File: src/rtl/accel_feeder.sv
// ---------------------------------------------------------------------------------------------
// accel_feeder
//
// Streams COUNT 32-bit words from memory (byte address SRC, stride 4, wraps modulo 2^32) into a
// write-only accelerator data port. It then reads one result word back from the accelerator
// and exposes it to the CPU through a small CSR block.
//
// Per job:
//   1. Arm/clear the accelerator.
//   2. For each element: fetch the word from memory, then push it to the accelerator.
//   3. Read the result from the accelerator.
//
// Parameters
//   GAP     minimum clk cycles from one accelerator data write to the next accelerator access.
//           Values below 2 behave as 2.
//   RD_LAT  cycles from the accelerator read strobe to valid a_readdata (>= 1).
//
// Ports
//   clk, reset_n          single rising-edge clock, asynchronous active-low reset
//   s_*                   CPU CSR slave: 0=SRC, 1=COUNT[15:0], 2=CTRL/STATUS, 3=RESULT (RO)
//                         s_readdata is registered; it is valid one cycle after s_read.
//   m_*                   memory read master (waitrequest / readdatavalid handshake)
//   a_*                   accelerator master: a_address 0 = data x, 1 = arm/clear
//   irq                   only with FEEDER_IRQ_EN defined; irq = done & irq-enable
//
// CTRL write bits
//   bit0  start (accepted only while not busy)
//   bit1  clear done
//   bit2  irq enable (FEEDER_IRQ_EN only)
//
// STATUS read
//   {29'b0, irq_en, done, busy}
//
// Optional feature macro: FEEDER_IRQ_EN.
// ---------------------------------------------------------------------------------------------
`timescale 1ns / 1ps

module accel_feeder #(
    parameter int unsigned GAP    = 10,
    parameter int unsigned RD_LAT = 10
) (
    input  logic        clk,
    input  logic        reset_n,
    // CPU CSR slave
    input  logic [1:0]  s_address,
    input  logic        s_read,
    input  logic        s_write,
    input  logic [31:0] s_writedata,
    output logic [31:0] s_readdata,
    // Memory read master
    output logic [31:0] m_address,
    output logic        m_read,
    input  logic        m_waitrequest,
    input  logic [31:0] m_readdata,
    input  logic        m_readdatavalid,
    // Accelerator master
`ifdef FEEDER_IRQ_EN
    output logic        irq,
`endif
    output logic        a_address,
    output logic        a_write,
    output logic [31:0] a_writedata,
    output logic        a_read,
    input  logic [31:0] a_readdata
);

    localparam logic [1:0] AddrSrc    = 2'd0;
    localparam logic [1:0] AddrCount  = 2'd1;
    localparam logic [1:0] AddrCtrl   = 2'd2;
    localparam logic [1:0] AddrResult = 2'd3;

    // The gap counter is loaded on PUSH and counts down to 0, so the load value is GAP-2.
    localparam logic [31:0] GapLoad = (GAP >= 2) ? 32'(GAP - 2) : 32'd0;
    localparam logic [31:0] RdLoad  = (RD_LAT >= 1) ? 32'(RD_LAT - 1) : 32'd0;

    typedef enum logic [3:0] {
        StIdle,
        StArm,
        StFetch,
        StWaitData,
        StPush,
        StGap,
        StReadRes,
        StWaitRes,
        StDone
    } state_e;

    state_e      r_state;
    logic [31:0] r_src;
    logic [15:0] r_count;
    logic [31:0] r_result;
    logic        r_busy;
    logic        r_done;
    logic        r_irq_en;
    logic [31:0] r_addr;       // address of the next element to fetch
    logic [15:0] r_idx;        // number of elements already pushed
    logic [31:0] r_cnt;        // shared down-counter for GAP and WAIT_RES
    logic [31:0] r_s_readdata;
    logic [31:0] r_m_address;
    logic        r_m_read;
    logic        r_a_address;
    logic        r_a_write;
    logic [31:0] r_a_writedata;
    logic        r_a_read;

    logic        w_ctrl_wr;
    logic        w_start;
    logic        w_clear;
    logic [31:0] w_status;

    assign w_ctrl_wr = s_write && (s_address == AddrCtrl);
    assign w_start   = w_ctrl_wr && s_writedata[0] && !r_busy;
    assign w_clear   = w_ctrl_wr && s_writedata[1];

    always_comb begin
        w_status    = 32'b0;
        w_status[0] = r_busy;
        w_status[1] = r_done;
`ifdef FEEDER_IRQ_EN
        w_status[2] = r_irq_en;
`endif
    end

    // Main controller: CSR state and the job FSM share one process, because busy/done are
    // written both by CPU writes and by the sequencer.
    always_ff @(posedge clk or negedge reset_n) begin
        if (!reset_n) begin
            r_state       <= StIdle;
            r_src         <= 32'b0;
            r_count       <= 16'b0;
            r_result      <= 32'b0;
            r_busy        <= 1'b0;
            r_done        <= 1'b0;
            r_irq_en      <= 1'b0;
            r_addr        <= 32'b0;
            r_idx         <= 16'b0;
            r_cnt         <= 32'b0;
            r_m_address   <= 32'b0;
            r_m_read      <= 1'b0;
            r_a_address   <= 1'b0;
            r_a_write     <= 1'b0;
            r_a_writedata <= 32'b0;
            r_a_read      <= 1'b0;
        end else begin
            // Job configuration is frozen while a job runs.
            if (s_write && !r_busy) begin
                if (s_address == AddrSrc) begin
                    r_src <= s_writedata;
                end
                if (s_address == AddrCount) begin
                    r_count <= s_writedata[15:0];
                end
            end
`ifdef FEEDER_IRQ_EN
            if (w_ctrl_wr) begin
                r_irq_en <= s_writedata[2];
            end
`endif
            if (w_clear) begin
                r_done <= 1'b0;
            end

            case (r_state)
                StIdle, StDone: begin
                    r_state <= StIdle;
                    if (w_start) begin
                        r_busy  <= 1'b1;
                        r_done  <= 1'b0;
                        r_addr  <= r_src;
                        r_idx   <= 16'b0;
                        r_state <= StArm;
                        // An empty job passes through ARM without touching the accelerator.
                        if (r_count != 16'b0) begin
                            r_a_write     <= 1'b1;
                            r_a_address   <= 1'b1;
                            r_a_writedata <= 32'b0;
                        end
                    end
                end
                StArm: begin
                    r_a_write <= 1'b0;
                    if (r_count == 16'b0) begin
                        r_result <= 32'b0;
                        r_busy   <= 1'b0;
                        r_done   <= 1'b1;
                        r_state  <= StDone;
                    end else begin
                        r_m_read    <= 1'b1;
                        r_m_address <= r_addr;
                        r_state     <= StFetch;
                    end
                end
                StFetch: begin
                    if (!m_waitrequest) begin
                        r_m_read <= 1'b0;
                        r_state  <= StWaitData;
                    end
                end
                StWaitData: begin
                    if (m_readdatavalid) begin
                        r_a_write     <= 1'b1;
                        r_a_address   <= 1'b0;
                        r_a_writedata <= m_readdata;
                        r_state       <= StPush;
                    end
                end
                StPush: begin
                    r_a_write <= 1'b0;
                    r_idx     <= r_idx + 16'd1;
                    r_addr    <= r_addr + 32'd4;
                    r_cnt     <= GapLoad;
                    r_state   <= StGap;
                end
                StGap: begin
                    if (r_cnt == 32'b0) begin
                        if (r_idx == r_count) begin
                            r_a_read <= 1'b1;
                            r_state  <= StReadRes;
                        end else begin
                            r_m_read    <= 1'b1;
                            r_m_address <= r_addr;
                            r_state     <= StFetch;
                        end
                    end else begin
                        r_cnt <= r_cnt - 32'd1;
                    end
                end
                StReadRes: begin
                    r_a_read <= 1'b0;
                    r_cnt    <= RdLoad;
                    r_state  <= StWaitRes;
                end
                StWaitRes: begin
                    // The counter reaches 0 in the cycle exactly RD_LAT after the strobe.
                    if (r_cnt == 32'b0) begin
                        r_result <= a_readdata;
                        r_busy   <= 1'b0;
                        r_done   <= 1'b1;
                        r_state  <= StDone;
                    end else begin
                        r_cnt <= r_cnt - 32'd1;
                    end
                end
                default: begin
                    r_state <= StIdle;
                end
            endcase
        end
    end

    // Registered CSR read port: the value appears the cycle after s_read and is held.
    always_ff @(posedge clk or negedge reset_n) begin
        if (!reset_n) begin
            r_s_readdata <= 32'b0;
        end else if (s_read) begin
            case (s_address)
                AddrSrc:    r_s_readdata <= r_src;
                AddrCount:  r_s_readdata <= {16'b0, r_count};
                AddrCtrl:   r_s_readdata <= w_status;
                AddrResult: r_s_readdata <= r_result;
                default:    r_s_readdata <= 32'b0;
            endcase
        end
    end

    assign s_readdata  = r_s_readdata;
    assign m_address   = r_m_address;
    assign m_read      = r_m_read;
    assign a_address   = r_a_address;
    assign a_write     = r_a_write;
    assign a_writedata = r_a_writedata;
    assign a_read      = r_a_read;
`ifdef FEEDER_IRQ_EN
    assign irq         = r_done & r_irq_en;
`endif

endmodule

File: config.mk
export PLATFORM = sky130hd
export DESIGN_NAME = accel_feeder
export DESIGN_NICKNAME = d
export VERILOG_FILES = /design/src/rtl/accel_feeder.sv
export SDC_FILE = /design/constraint.sdc
export NUM_CORES = 1
export LEC_CHECK = 0
export BUFFER_PORTS_ARGS = -buffer_cell sky130_fd_sc_hd__buf_4
export CAP_MARGIN = 30
export CORE_AREA = 5 5 184 186
export CTS_BUF_LIST = sky130_fd_sc_hd__clkbuf_8
export CTS_CLUSTER_SIZE = 14
export DETAILED_ROUTE_END_ITERATION = 12
export DIE_AREA = 0 0 189 191
export SKIP_LAST_GASP = 1
export SLEW_MARGIN = 0
export SYNTH_ARGS = -nofsm -noshare
export SYNTH_HDL_FRONTEND = slang
export SYNTH_SLANG_ARGS = --single-unit
File: constraint.sdc
create_clock -name clk -period 3.2 [get_ports clk]
set_input_delay 0.64 -clock clk [delete_from_list [all_inputs] [get_ports clk]]
set_output_delay 0.64 -clock clk [all_outputs]
set_load 0.02 [all_outputs]
# == Word-level counts from Yosys, hierarchy flattened ==
# Cells that the tools add are included.
# totals
reg_bits,266
in_bits,104
out_inout_bits,100
elab_cells,126
# op_classes
n_eq_ne,23
muxes,49
n_reduce_logical,35
addsub,3
# ops
operator,count
two-way mux 32 bit,10
case mux 32 bit (2 select lines),4
case mux 32 bit (4 select lines),1
case mux 32 bit (3 select lines),1
"adder 32 x 3 -> 32 bit, second input constant",1
logical NOT 32 bit,1
case mux 16 bit (2 select lines),1
case mux 4 bit (8 select lines),1
"subtractor 32 x 1 -> 32 bit, second input constant",1
"inequality test 2 bit, second input constant",11
two-way mux 4 bit,5
AND reduction 4 bit,5
two-way mux 1 bit,18
"adder 16 x 1 -> 16 bit, second input constant",1
== test 16 bit,1
"== test 4 x 3 -> 1 bit, second input constant",4
logical NOT 16 bit,1
two-way mux 16 bit,1
nonzero test 16 bit,1
case mux 1 bit (3 select lines),4
nonzero test 3 bit,4
nonzero test 2 bit,5
"== test 4 x 2 -> 1 bit, second input constant",2
AND reduction 2 bit,4
13 further kinds,22

# == Longest topological paths before layout ==
# logic_depth
word_depth,6
mapped_depth,10
depth_no_buf,8

# == Worst setup path after synthesis ==
# Ideal clock, no wire load.
# synth_path
kind,register to register
start,reg r_cnt[0]
end,reg r_m_address[0] (netlist: m_address[0])
arrival_ps,2250
n_path_buf,2
required_time_ps,3075
setup_time_ps,125
path_stages_with_launch,11
slack_ps,825
path_cell_list,dfrtp_1 > inv_1 > ha_1 > nor3b_1 > nand3_2 > nor3_4 > a21oi_2 > nor2b_2 > buf_6 > buf_12 > mux2_4
# synth_via
elab_chain_cells,3
# synth_rtl
element,line_no,text
from (decl),97,logic [31:0] r_cnt;
from (signal assigned),211,r_cnt <= GapLoad;
from (signal assigned),225,r_cnt <= r_cnt - 32'd1;
from (signal assigned),230,r_cnt <= RdLoad;
logical NOT 32 bit,215,if (r_cnt == 32'b0) begin
inequality test 2 bit (no line),--,
AND reduction 4 bit (no line),--,
to (signal assigned),189,r_m_address <= r_addr;
to (signal assigned),221,r_m_address <= r_addr;
to (decl),99,logic [31:0] r_m_address;
# No other way between the ends.
# A chain may end at the register's enable or synchronous reset.

# == Worst setup path after layout ==
# layout_path
start,reg r_cnt[0]
end,reg r_m_address[30] (netlist: m_address[30])
# The elaborated chain is that of the path after synthesis.

==> metrics <==
status finished clean; final hold violation count 0; number of nets with antenna violations after routing 0; Final period util 85.51%; Syn Area/Cell 10.72 µm²; area post-placement 14,300 µm²; number of maximum-capacitance constraint violations 0; placeable core region 32,120 µm²; number of gates resized after cts 0; Die Height 191 µm; PnR worst setup slack 463.8 ps; Placement Rows 66; ordered cell list for the critical path inv_1 -> ha_1 -> nor3b_1 -> nand3_2 -> nor3_4 -> a21oi_2 -> nor2b_4 -> buf_12 -> mux2_1; Register Area 6656 µm²; width of the die 189 µm; buffers inserted during post-CTS setup optimization 0; number of distinct library cell variants in the gate-level netlist after synthesis 73; level count of the clock H-tree 2; element type at the critical path end flop; # fillers 3,002; starting density of the core 38.13%; number of placed instances, taps included 1,720; final wirelength 34.03 mm; length of the first detailed-routing pass in iterations 5; DRC Markers 0; clock buffers created by TritonCTS 48; number of hold-repair buffers added at the cts stage 0; overall power consumption 14.68 mW; achievable clock frequency 365.5 MHz; half-perimeter wire length after detailed placement 24.28 mm; depth of the worst register-to-register path 9; slowest stage cell on the critical path sky130_fd_sc_hd__dfrtp_1; share of post-route cells with drive strength above 1 30.30%; leftover overflow at the end of global routing 0; Tmin final 2736 ps; leakage power total 7.059 nW; clock root buffer sky130_fd_sc_hd__clkbuf_8; count of non-filler cells in the finished layout 1,804; ratio of total power to cell area 960.3 nW/µm²; warning count from the yosys run 0; number of nets produced by synthesis 1,250; final sum of negative setup slack 0 ps; global-route wire length before repair 53.83 mm; data arrival at the endpoint of the critical path 3180 ps; most used flip-flop cell after synthesis sky130_fd_sc_hd__dfrtp_1; Final Net Count 1,469; cell area after layout 15,290 µm²; via count of the first global-routing pass 9,566; Worst Path Max Fanout 33; ports placed on the boundary 204; Critical Setup Path Class reg2reg; count of flip-flops with a built-in enable after synthesis 0; post-detailed-route wirelength per cell 18.86 µm; total number of vias 9,595; Max Transition Viols Final 0; pre-CTS worst setup slack 483.5 ps; sequential area share after synthesis 54.35%; area of the mapped netlist 12,250 µm²; capture point of the worst reg-to-reg path m_address[30]$_DFFE_PN0P_; routability cong. 0.8586; number of DRC markers in iteration 0 789; Ant. Diodes 0; Clock Pin Slew Worst Setup and Hold Paths 70 ps; worst-case clock skew 25.51 ps; proportion of register bits with asynchronous set or reset after synthesis 100.0%; Port-buffer cells 203; Area growth syn-to-layout 24.83%; worst endpoint required time 3640 ps; most used cells in the layout excluding fill and tap cells sky130_fd_sc_hd__dfrtp_1 (266), sky130_fd_sc_hd__buf_4 (227), sky130_fd_sc_hd__nand2_1 (171); Max-Slew Margin vs Limit 56.35%; post-synthesis sequential element count 266; area of the multi-input gates 5276 µm²; synthesized netlist cell count 1,143; die footprint 36,100 µm²; worst-margin pin slew 654.8 ps; largest buffer count on any clock path 3; Reg-to-Reg Start r_cnt[0]$_DFFE_PN0P_; most common library cell in the layout ignoring fill and taps sky130_fd_sc_hd__dfrtp_1; GRT Total Usage 18.51%; largest stage delay on the critical path 390 ps; clock network latency to the later pin of the worst-skew pair 570 ps; HP Class in2async; number of antenna violations at the first check in global routing 2; reg-to-reg setup timing slack 460 ps; final count of negative-setup-slack endpoints 0; average vias per placed instance 5.319; pin count of the biggest net entering global routing 80; largest vdd supply drop 0.5945 mV; unrepaired setup endpoints after global routing false; type of element launching the critical path flop; TritonCTS clock tree built; TritonCTS sink count 266
flip-flops by register name, summed over array words and instances, names as in the netlist, 4 cells and up:
signal,cells
a_writedata,32
m_address,32
r_addr,32
r_cnt,32
r_result,32
r_src,32
s_readdata,32
r_count,16
r_idx,16
r_state,4
synthesized netlist by cell type, types with 3 or more instances:
cell type                  number  area [µm²]
sky130_fd_sc_hd__ha_1           3       37.54
sky130_fd_sc_hd__mux2_4        29       435.4
sky130_fd_sc_hd__and4_1         3       26.28
sky130_fd_sc_hd__nor2_1       108       405.4
sky130_fd_sc_hd__dfrtp_1      266        6656
sky130_fd_sc_hd__nor3_2         3       30.03
sky130_fd_sc_hd__nand2_1      171       641.9
sky130_fd_sc_hd__or3_1         11       68.82
sky130_fd_sc_hd__o311ai_0      13       113.9
sky130_fd_sc_hd__xnor2_1       31       271.5
sky130_fd_sc_hd__inv_1         14       52.55
sky130_fd_sc_hd__mux2_2        50       563.0
sky130_fd_sc_hd__buf_2          3       15.01
sky130_fd_sc_hd__and3_1        11       68.82
sky130_fd_sc_hd__or2_2          4       25.02
sky130_fd_sc_hd__o21ai_0       41       205.2
sky130_fd_sc_hd__mux2i_1       18       180.2
sky130_fd_sc_hd__buf_1          6       22.52
sky130_fd_sc_hd__a22o_1        32       280.3
sky130_fd_sc_hd__o211ai_1       9       67.56
sky130_fd_sc_hd__or4_1          4       30.03
sky130_fd_sc_hd__clkbuf_1      49       183.9
sky130_fd_sc_hd__a21oi_1       64       320.3
sky130_fd_sc_hd__nor3b_1        3       22.52
sky130_fd_sc_hd__xor2_1        10       87.58
sky130_fd_sc_hd__nand4_1       13       81.33
sky130_fd_sc_hd__nor3_1        21       105.1
sky130_fd_sc_hd__a221o_1        4       40.04
sky130_fd_sc_hd__and2_1         3       18.77
sky130_fd_sc_hd__nor4_1        15       93.84
sky130_fd_sc_hd__a31oi_1       10       62.56
sky130_fd_sc_hd__nand3_1       41       205.2
sky130_fd_sc_hd__mux2_1         3       33.78
sky130_fd_sc_hd__o31ai_1        5       37.54
sky130_fd_sc_hd__a22oi_1       19       142.6
sky130_fd_sc_hd__nor4_4         4       85.08
sky130_fd_sc_hd__buf_12         3       60.06
sky130_fd_sc_hd__nand2b_1       5       31.28
through the flow:
stage,hold slack [ps],utilization [%]
3_3_place_gp,449.7,44.50
4_1_cts,82.71,47.60
6_report,60.13,47.60
3_5_place_dp,455.8,44.50
5_1_grt,105.4,47.60
2_1_floorplan,344.4,-
critical path, delay by kind of cell (launching register included):
kind | cells | cell delay (ps)
and+or+nand+nor | 4 | 1110
DFF | 1 | 390
buffers and inverters | 2 | 390
muxes | 1 | 360
adders and majority gates | 1 | 210
AOI/OAI and AO/OA | 1 | 120
metal layers:
metal | track usage [%] | vias to the layer above | wire (µm)
met5 | 0 | - | 34
met4 | 3.784 | 4 | 572
met3 | 5.004 | 50 | 2290
met2 | 29.05 | 306 | 15890
met1 | 26.01 | 4701 | 15240
li1 | - | 4534 | -
worst max path at each step:
stage	from	to	slack (ps)	cells past startpoint
3_5_place_dp	r_cnt[0]$_DFFE_PN0P_	m_address[29]$_DFFE_PN0P_	480	9
4_1_cts	r_cnt[0]$_DFFE_PN0P_	m_address[30]$_DFFE_PN0P_	470	9
5_1_grt	r_cnt[0]$_DFFE_PN0P_	m_address[30]$_DFFE_PN0P_	300	9
6_report	r_cnt[0]$_DFFE_PN0P_	m_address[30]$_DFFE_PN0P_	460	9
2_1_floorplan	r_cnt[0]$_DFFE_PN0P_	m_address[0]$_DFFE_PN0P_	820	10
3_3_place_gp	r_cnt[0]$_DFFE_PN0P_	m_address[28]$_DFFE_PN0P_	580	9
final cells by class:
cell class / count / share of cell area, %
repair buffers: 232 / 11.77
clock buffers: 62 / 5.581
well taps: 408 / 3.339
flip-flops and latches: 266 / 43.54
clock inverters: 22 / 0.9247
multi-input cells: 800 / 34.51
inverters: 14 / 0.3437
where the power goes:
part	switching [mW]	internal, mW	total [mW]
logic	2.92	2.46	5.37
clock network	1.44	1.83	3.27
registers	1.35	4.69	6.04
kinds of logic after synthesis:
family          Yosys count  synth area share (%)
fa+ha+maj                 3                0.3065
simple gates            438                 17.38
buf+inv                  77                 2.881
mux                     102                 10.27
compound gates          216                 11.89
xor+xnor                 41                 2.932
flops                   266                 54.35
No activity file was read; power rests on OpenSTA's default activity.
